===== src/rtl/dmem_arbiter.sv =====
// Data-memory port arbiter between the CPU MEM stage and a DMA/loader master.
// Optional cycle statistics are compiled in with the DMEM_ARB_STATS_EN macro.
module dmem_arbiter #(
  parameter int unsigned ADDR_W     = 32,
  parameter int unsigned DATA_W     = 32,
  parameter int unsigned STARVE_MAX = 4,
  parameter int unsigned BURST_MAX  = 16
) (
  input  logic              clk,
  input  logic              rst,
  input  logic              cpu_re_i,
  input  logic              cpu_we_i,
  input  logic [ADDR_W-1:0] cpu_addr_i,
  input  logic [DATA_W-1:0] cpu_wdata_i,
  output logic [DATA_W-1:0] cpu_rdata_o,
  output logic              cpu_stall_o,
  input  logic              dma_req_i,
  input  logic              dma_we_i,
  input  logic              dma_lock_i,
  input  logic [ADDR_W-1:0] dma_addr_i,
  input  logic [DATA_W-1:0] dma_wdata_i,
  output logic              dma_gnt_o,
  output logic [DATA_W-1:0] dma_rdata_o,
  output logic              dma_rvalid_o,
  output logic              ram_re_o,
  output logic              ram_we_o,
  output logic [ADDR_W-1:0] ram_addr_o,
  output logic [DATA_W-1:0] ram_wdata_o,
`ifdef DMEM_ARB_STATS_EN
  output logic [31:0]       stat_cpu_stall_o,
  output logic [31:0]       stat_dma_xfer_o,
`endif
  input  logic [DATA_W-1:0] ram_rdata_i
);

  localparam int unsigned StarveW = $clog2(STARVE_MAX + 1);
  localparam int unsigned BurstW  = $clog2(BURST_MAX + 1);

  typedef enum logic [1:0] {StIdle, StLock, StRelease} state_e;

  state_e              state_q, state_d;
  logic [StarveW-1:0]  starve_q, starve_d;
  logic [BurstW-1:0]   burst_q, burst_d, burst_inc;
  logic [DATA_W-1:0]   dma_rdata_q, dma_rdata_d;
  logic                dma_rvalid_q, dma_rvalid_d;
  logic                cpu_req, cpu_own, dma_own, starve_hit;

  assign cpu_req    = cpu_re_i | cpu_we_i;
  assign starve_hit = (starve_q == StarveW'(STARVE_MAX));

  // Owner selection; reset suppresses every grant.
  always_comb begin
    cpu_own = 1'b0;
    dma_own = 1'b0;
    unique case (state_q)
      StIdle: begin
        dma_own = dma_req_i & (starve_hit | ~cpu_req);
        cpu_own = ~dma_own & cpu_req;
      end
      StLock: begin
        dma_own = dma_req_i;
        cpu_own = ~dma_req_i & cpu_req;
      end
      StRelease: cpu_own = cpu_req;
      default: ;
    endcase
    if (!rst) begin
      cpu_own = 1'b0;
      dma_own = 1'b0;
    end
  end

  always_comb begin
    state_d   = StIdle;
    burst_d   = '0;
    burst_inc = burst_q + BurstW'(1);
    // The grant that opens a lock counts as the first beat of the burst.
    if (dma_own && (state_q == StLock || dma_lock_i)) begin
      if (burst_inc == BurstW'(BURST_MAX)) begin
        state_d = StRelease;
      end else if (dma_lock_i) begin
        state_d = StLock;
        burst_d = burst_inc;
      end
    end
    starve_d = '0;
    if (dma_req_i && !dma_own) begin
      starve_d = starve_hit ? starve_q : starve_q + StarveW'(1);
    end
    dma_rvalid_d = dma_own & ~dma_we_i;
    dma_rdata_d  = dma_rvalid_d ? ram_rdata_i : dma_rdata_q;
  end

  always_comb begin
    ram_re_o    = 1'b0;
    ram_we_o    = 1'b0;
    ram_addr_o  = '0;
    ram_wdata_o = '0;
    cpu_rdata_o = '0;
    if (cpu_own) begin
      ram_re_o    = cpu_re_i;
      ram_we_o    = cpu_we_i;
      ram_addr_o  = cpu_addr_i;
      ram_wdata_o = cpu_wdata_i;
      cpu_rdata_o = ram_rdata_i;
    end else if (dma_own) begin
      ram_re_o    = ~dma_we_i;
      ram_we_o    = dma_we_i;
      ram_addr_o  = dma_addr_i;
      ram_wdata_o = dma_wdata_i;
    end
  end

  assign cpu_stall_o  = dma_own & cpu_req;
  assign dma_gnt_o    = dma_own;
  assign dma_rdata_o  = dma_rdata_q;
  assign dma_rvalid_o = dma_rvalid_q;

  always_ff @(posedge clk) begin
    if (!rst) begin
      state_q      <= StIdle;
      starve_q     <= '0;
      burst_q      <= '0;
      dma_rdata_q  <= '0;
      dma_rvalid_q <= 1'b0;
    end else begin
      state_q      <= state_d;
      starve_q     <= starve_d;
      burst_q      <= burst_d;
      dma_rdata_q  <= dma_rdata_d;
      dma_rvalid_q <= dma_rvalid_d;
    end
  end

`ifdef DMEM_ARB_STATS_EN
  logic [31:0] stat_stall_q, stat_stall_d, stat_xfer_q, stat_xfer_d;

  always_comb begin
    stat_stall_d = stat_stall_q;
    stat_xfer_d  = stat_xfer_q;
    if (cpu_stall_o && stat_stall_q != '1) stat_stall_d = stat_stall_q + 32'd1;
    if (dma_gnt_o && stat_xfer_q != '1)    stat_xfer_d  = stat_xfer_q + 32'd1;
  end

  always_ff @(posedge clk) begin
    if (!rst) begin
      stat_stall_q <= '0;
      stat_xfer_q  <= '0;
    end else begin
      stat_stall_q <= stat_stall_d;
      stat_xfer_q  <= stat_xfer_d;
    end
  end

  assign stat_cpu_stall_o = stat_stall_q;
  assign stat_dma_xfer_o  = stat_xfer_q;
`endif

endmodule


===== config.mk =====
export PLATFORM = sky130hd
export DESIGN_NAME = dmem_arbiter
export DESIGN_NICKNAME = d
export VERILOG_FILES = /design/src/rtl/dmem_arbiter.sv
export SDC_FILE = /design/constraint.sdc
export NUM_CORES = 1
export LEC_CHECK = 0
export ABC_AREA = 1
export CAP_MARGIN = 0
export CORE_AREA = 2 2 117 119
export CTS_BUF_LIST = sky130_fd_sc_hd__clkbuf_4
export CTS_CLUSTER_SIZE = 40
export DETAILED_ROUTE_END_ITERATION = 10
export DIE_AREA = 0 0 119 121
export PLACE_DENSITY = 0.78
export SYNTH_ARGS = -nofsm -noshare
export SYNTH_HDL_FRONTEND = slang
export SYNTH_SLANG_ARGS = --single-unit

===== constraint.sdc =====
create_clock -name clk -period 1.6 [get_ports clk]
set_input_delay 0.4 -clock clk [delete_from_list [all_inputs] [get_ports clk]]
set_output_delay 0.4 -clock clk [all_outputs]
set_load 0.005 [all_outputs]

==> results.toml <==
[cts]
clock-sinks = 43
cts_buffer_depth = 2
clk_pin_slew_ps = 120
holdBufCountCts = 0
worst_skew_pair.late_latency_ps = 380
cts_tree = "done"
numCtsBuffers = 5
cts_root_buf = "clkbuf_4"
htreeDepth = 2

[critical_path]
required_ps = 1200
critPathCaptureType = "output pin"
r2r-end = "dma_rdata_o[18]"
r2r_slack_ps = -140
path_class = "flip-flop to output pin"
crit-reg2reg-launch = "starve_q[0]"
path_max_fanout = 6
arrival_ps = 2080
start_kind = "flip-flop"
r2r_cells = 13

[synth]
netlist_top_cells_area = "dfxtp_1 (29%), nand2_1 (27%), nand3_1 (12%), inv_1 (6.4%), nor2_1 (5.0%)"
synth_fa_ha_area_share_pct = 1.70
synth_cell_types = 23
synthMuxAreaShare_pct = 0
synth_xor_xnor_area_share_pct = 0.596
synth_top_area_share_pct = 29.3
netlist_instances = 504
ys_ff_latch = 43
synth_fp_nets = 675
synth_top_family_by_area = "simple AND/OR/NAND/NOR gates"
yosysSeqAreaShare_pct = 29.3
synth_largest_area_cell = "dfxtp_1"
synth-compound-area-share_pct = 7.28
avgSynthCellArea_um2 = 5.83
ys_warn_count = 0
yosys.area_share.simple_pct = 46.7
syn_area_um2 = 2940

[hold_path]
min_from = "dma_rdata_o[19]"
worst_hold_path_type = "flip-flop to flip-flop"
hold_end = "dma_rdata_o[19]"
min_path_cells = 2

[drt]
first_pass_iters = 4
met3_length_um = 1810
highest_layer = "met4"
dr.first_iter.drc_count = 253
route.met2.wl_um = 9980
routed_wl_um = 19500
met1_length_um = 7070
drc = 0
ant_nets = 0
drt-wirelength-per-cell_um = 18.1
vias = 4967
vias_per_cell = 4.61

[floorplan]
fp-row-count = 42
core_area_um2 = 13100
start_util_pct = 22.5
fp.dieH_um = 121
die_w_um = 119
dieArea_um2 = 14400
num_io_pins = 300

[timing]
finalSetupTns_ps = -73070
timing.final.max_slew_violations = 0
maxClockFrequency_mhz = 404
worst_hold_slack_ps = 465
finalClockSkew_ps = 25.8
finalCritPeriodShare_pct = 155
layout_min_cycle_time_ps = 2480
worst_slack_ps = -878
relSlewSlack_pct = 75.1
setup_viol = 133
hold_viol_final = 0
tightest_slew_ps = 373
rsz0062_at_grt = "yes"

[place]
dp_hpwl_um = 10900
preCtsSetupSlack_ps = -1210
place_congestion = 0.851
placed_cell_area_um2 = 6410
io_buffers = 299

[pwr]
ir_drop_mv = 0.374
p_leak_nw = 4.55
power.density_nw_per_um2 = 423
finalPower_mw = 3.52

[run_status]
status = "finished with violations"
violations = "setup timing"

[grt]
antenna_found_initial = 1
grt_use_total_pct = 22.4
grt_pass1_wl_um = 25300
grt_pass1_vias = 4829
grt_overflow_total = 0
grt_max_degree = 34

[finish]
final_net_count = 1073
antenna_cells = 0
drive_gt1_share_pct = 50.8
final_area_um2 = 8320
syn_to_final_growth_pct = 183

[job]
cap_viol_max_count = 0
==> critical path, cell delays in order (launching register included) <==
cell	delay, ps
dfxtp_2	360
inv_2	50
ha_4	170
nand2_4	70
nand3_4	80
buf_6	140
nand2_8	60
inv_8	50
buf_12	120
buf_12	120
buf_8	130
buf_6	120
nand2_1	50
nand2_1	60
buf_2	130
==> synth_stat cells (all sizes together) <==
library cell  count
xor2              1
nor2             42
ha                4
a21oi             2
dfxtp            43
clkbuf            5
nand4             2
nand2           211
nand3b            1
nand3            75
o21ai            34
xnor2             1
buf              30
inv              53
==> flip-flops by register name, indices dropped and copies added (netlist names) <==
register      flops
dma_rdata_o      32
dma_rvalid_o      1
burst_q           5
starve_q          3
state_q           2
==> logic make-up (layout without fill, tap and decap cells) <==
logic type / after synthesis / count (layout)
compound gates: 36 / 36
flops: 43 / 43
simple gates: 331 / 331
xor+xnor: 2 / 2
fa+ha+maj: 4 / 4
buf+inv: 88 / 486
==> worst max path at each step <==
| stage | start | endpoint | slack (ps) |
|---|---|---|---|
| 6_report | starve_q[0] | ram_addr_o[17] | -880 |
| 4_1_cts | starve_q[0] | ram_wdata_o[24] | -970 |
| 3_5_place_dp | cpu_we_i | cpu_rdata_o[1] | -1210 |
| 3_3_place_gp | cpu_we_i | cpu_rdata_o[10] | -1160 |
| 5_1_grt | starve_q[0] | ram_addr_o[30] | -970 |
| 2_1_floorplan | starve_q[1] | ram_wdata_o[10] | -20 |
==> area by class of cell <==
| cell class | instances | area, um2 |
|---|---|---|
| Sequential cell | 43 | 892 |
| Clock inverter | 2 | 37.5 |
| Fill cell | 984 | 4770 |
| Multi-Input combinational cell | 373 | 2530 |
| Timing Repair Buffer | 426 | 4400 |
| Tap cell | 176 | 220 |
| Clock buffer | 5 | 37.5 |
| Inverter | 53 | 206 |
==> metrics by stage <==
| step | cells | util, % |
|---|---|---|
| floorplan | 504 | - |
| global placement | 989 | 49.0 |
| detailed placement | 989 | 49.0 |
| CTS | 1056 | 55.9 |
| global route | 1078 | 63.6 |
| finish | 1078 | 63.6 |
==> where the power goes <==
part / total [mW] / internal, mW / leakage [nW] / switching [mW]
Sequential: 1.11 / 1.10 / 0.360 / 0.0138
Clock: 0.705 / 0.321 / 0.0373 / 0.384
Combinational: 1.70 / 0.995 / 4.15 / 0.706
Total: 3.52 / 2.42 / 4.55 / 1.10
==> cell usage in the layout, fill, tap and decap left out <==
| cell | instances |
|---|---|
| buf_4 | 44 |
| xor2_1 | 1 |
| buf_16 | 9 |
| buf_2 | 80 |
| inv_2 | 6 |
| inv_1 | 46 |
| nand2_1 | 110 |
| ha_4 | 1 |
| nor2_1 | 10 |
| buf_8 | 10 |
| buf_12 | 21 |
| nand2_8 | 2 |
| ha_1 | 3 |
| clkdlybuf4s50_1 | 162 |
| o21ai_0 | 1 |
| nand3_4 | 4 |
| nand4_1 | 2 |
| dfxtp_1 | 18 |
| clkinvlp_4 | 1 |
| nand3_1 | 43 |
| nand2_2 | 73 |
| nand2_4 | 26 |
| o21ai_2 | 26 |
| o21ai_1 | 7 |
| nand3_2 | 28 |
| xnor2_1 | 1 |
| clkbuf_4 | 5 |
| clkbuf_2 | 6 |
| nor2_4 | 29 |
| dfxtp_2 | 25 |
| clkbuf_16 | 8 |
| inv_8 | 1 |
| a21oi_1 | 2 |
| buf_6 | 49 |
| dlymetal6s2s_1 | 32 |
| dlygate4sd2_1 | 5 |
| nand3b_1 | 1 |
| nor2_2 | 3 |
| bufinv_16 | 1 |
==> what timing repair did <==
| item | CTS | global route |
|---|---|---|
| pin swaps | 27 | 37 |
| buffers inserted | 49 | 23 |
| setup endpoints to repair | 166 | 167 |
| gates cloned | 12 | 10 |
| gates resized for setup | 534 | 278 |
==> routing by layer <==
| metal | track usage (%) | up-vias |
|---|---|---|
| met4 | 8.33 | 0 |
| met3 | 7.57 | 37 |
| met2 | 38.8 | 289 |
| met1 | 25.5 | 2280 |
| met5 | 0 | - |
| li1 | - | 2361 |
(Power assumes the default switching activity.)
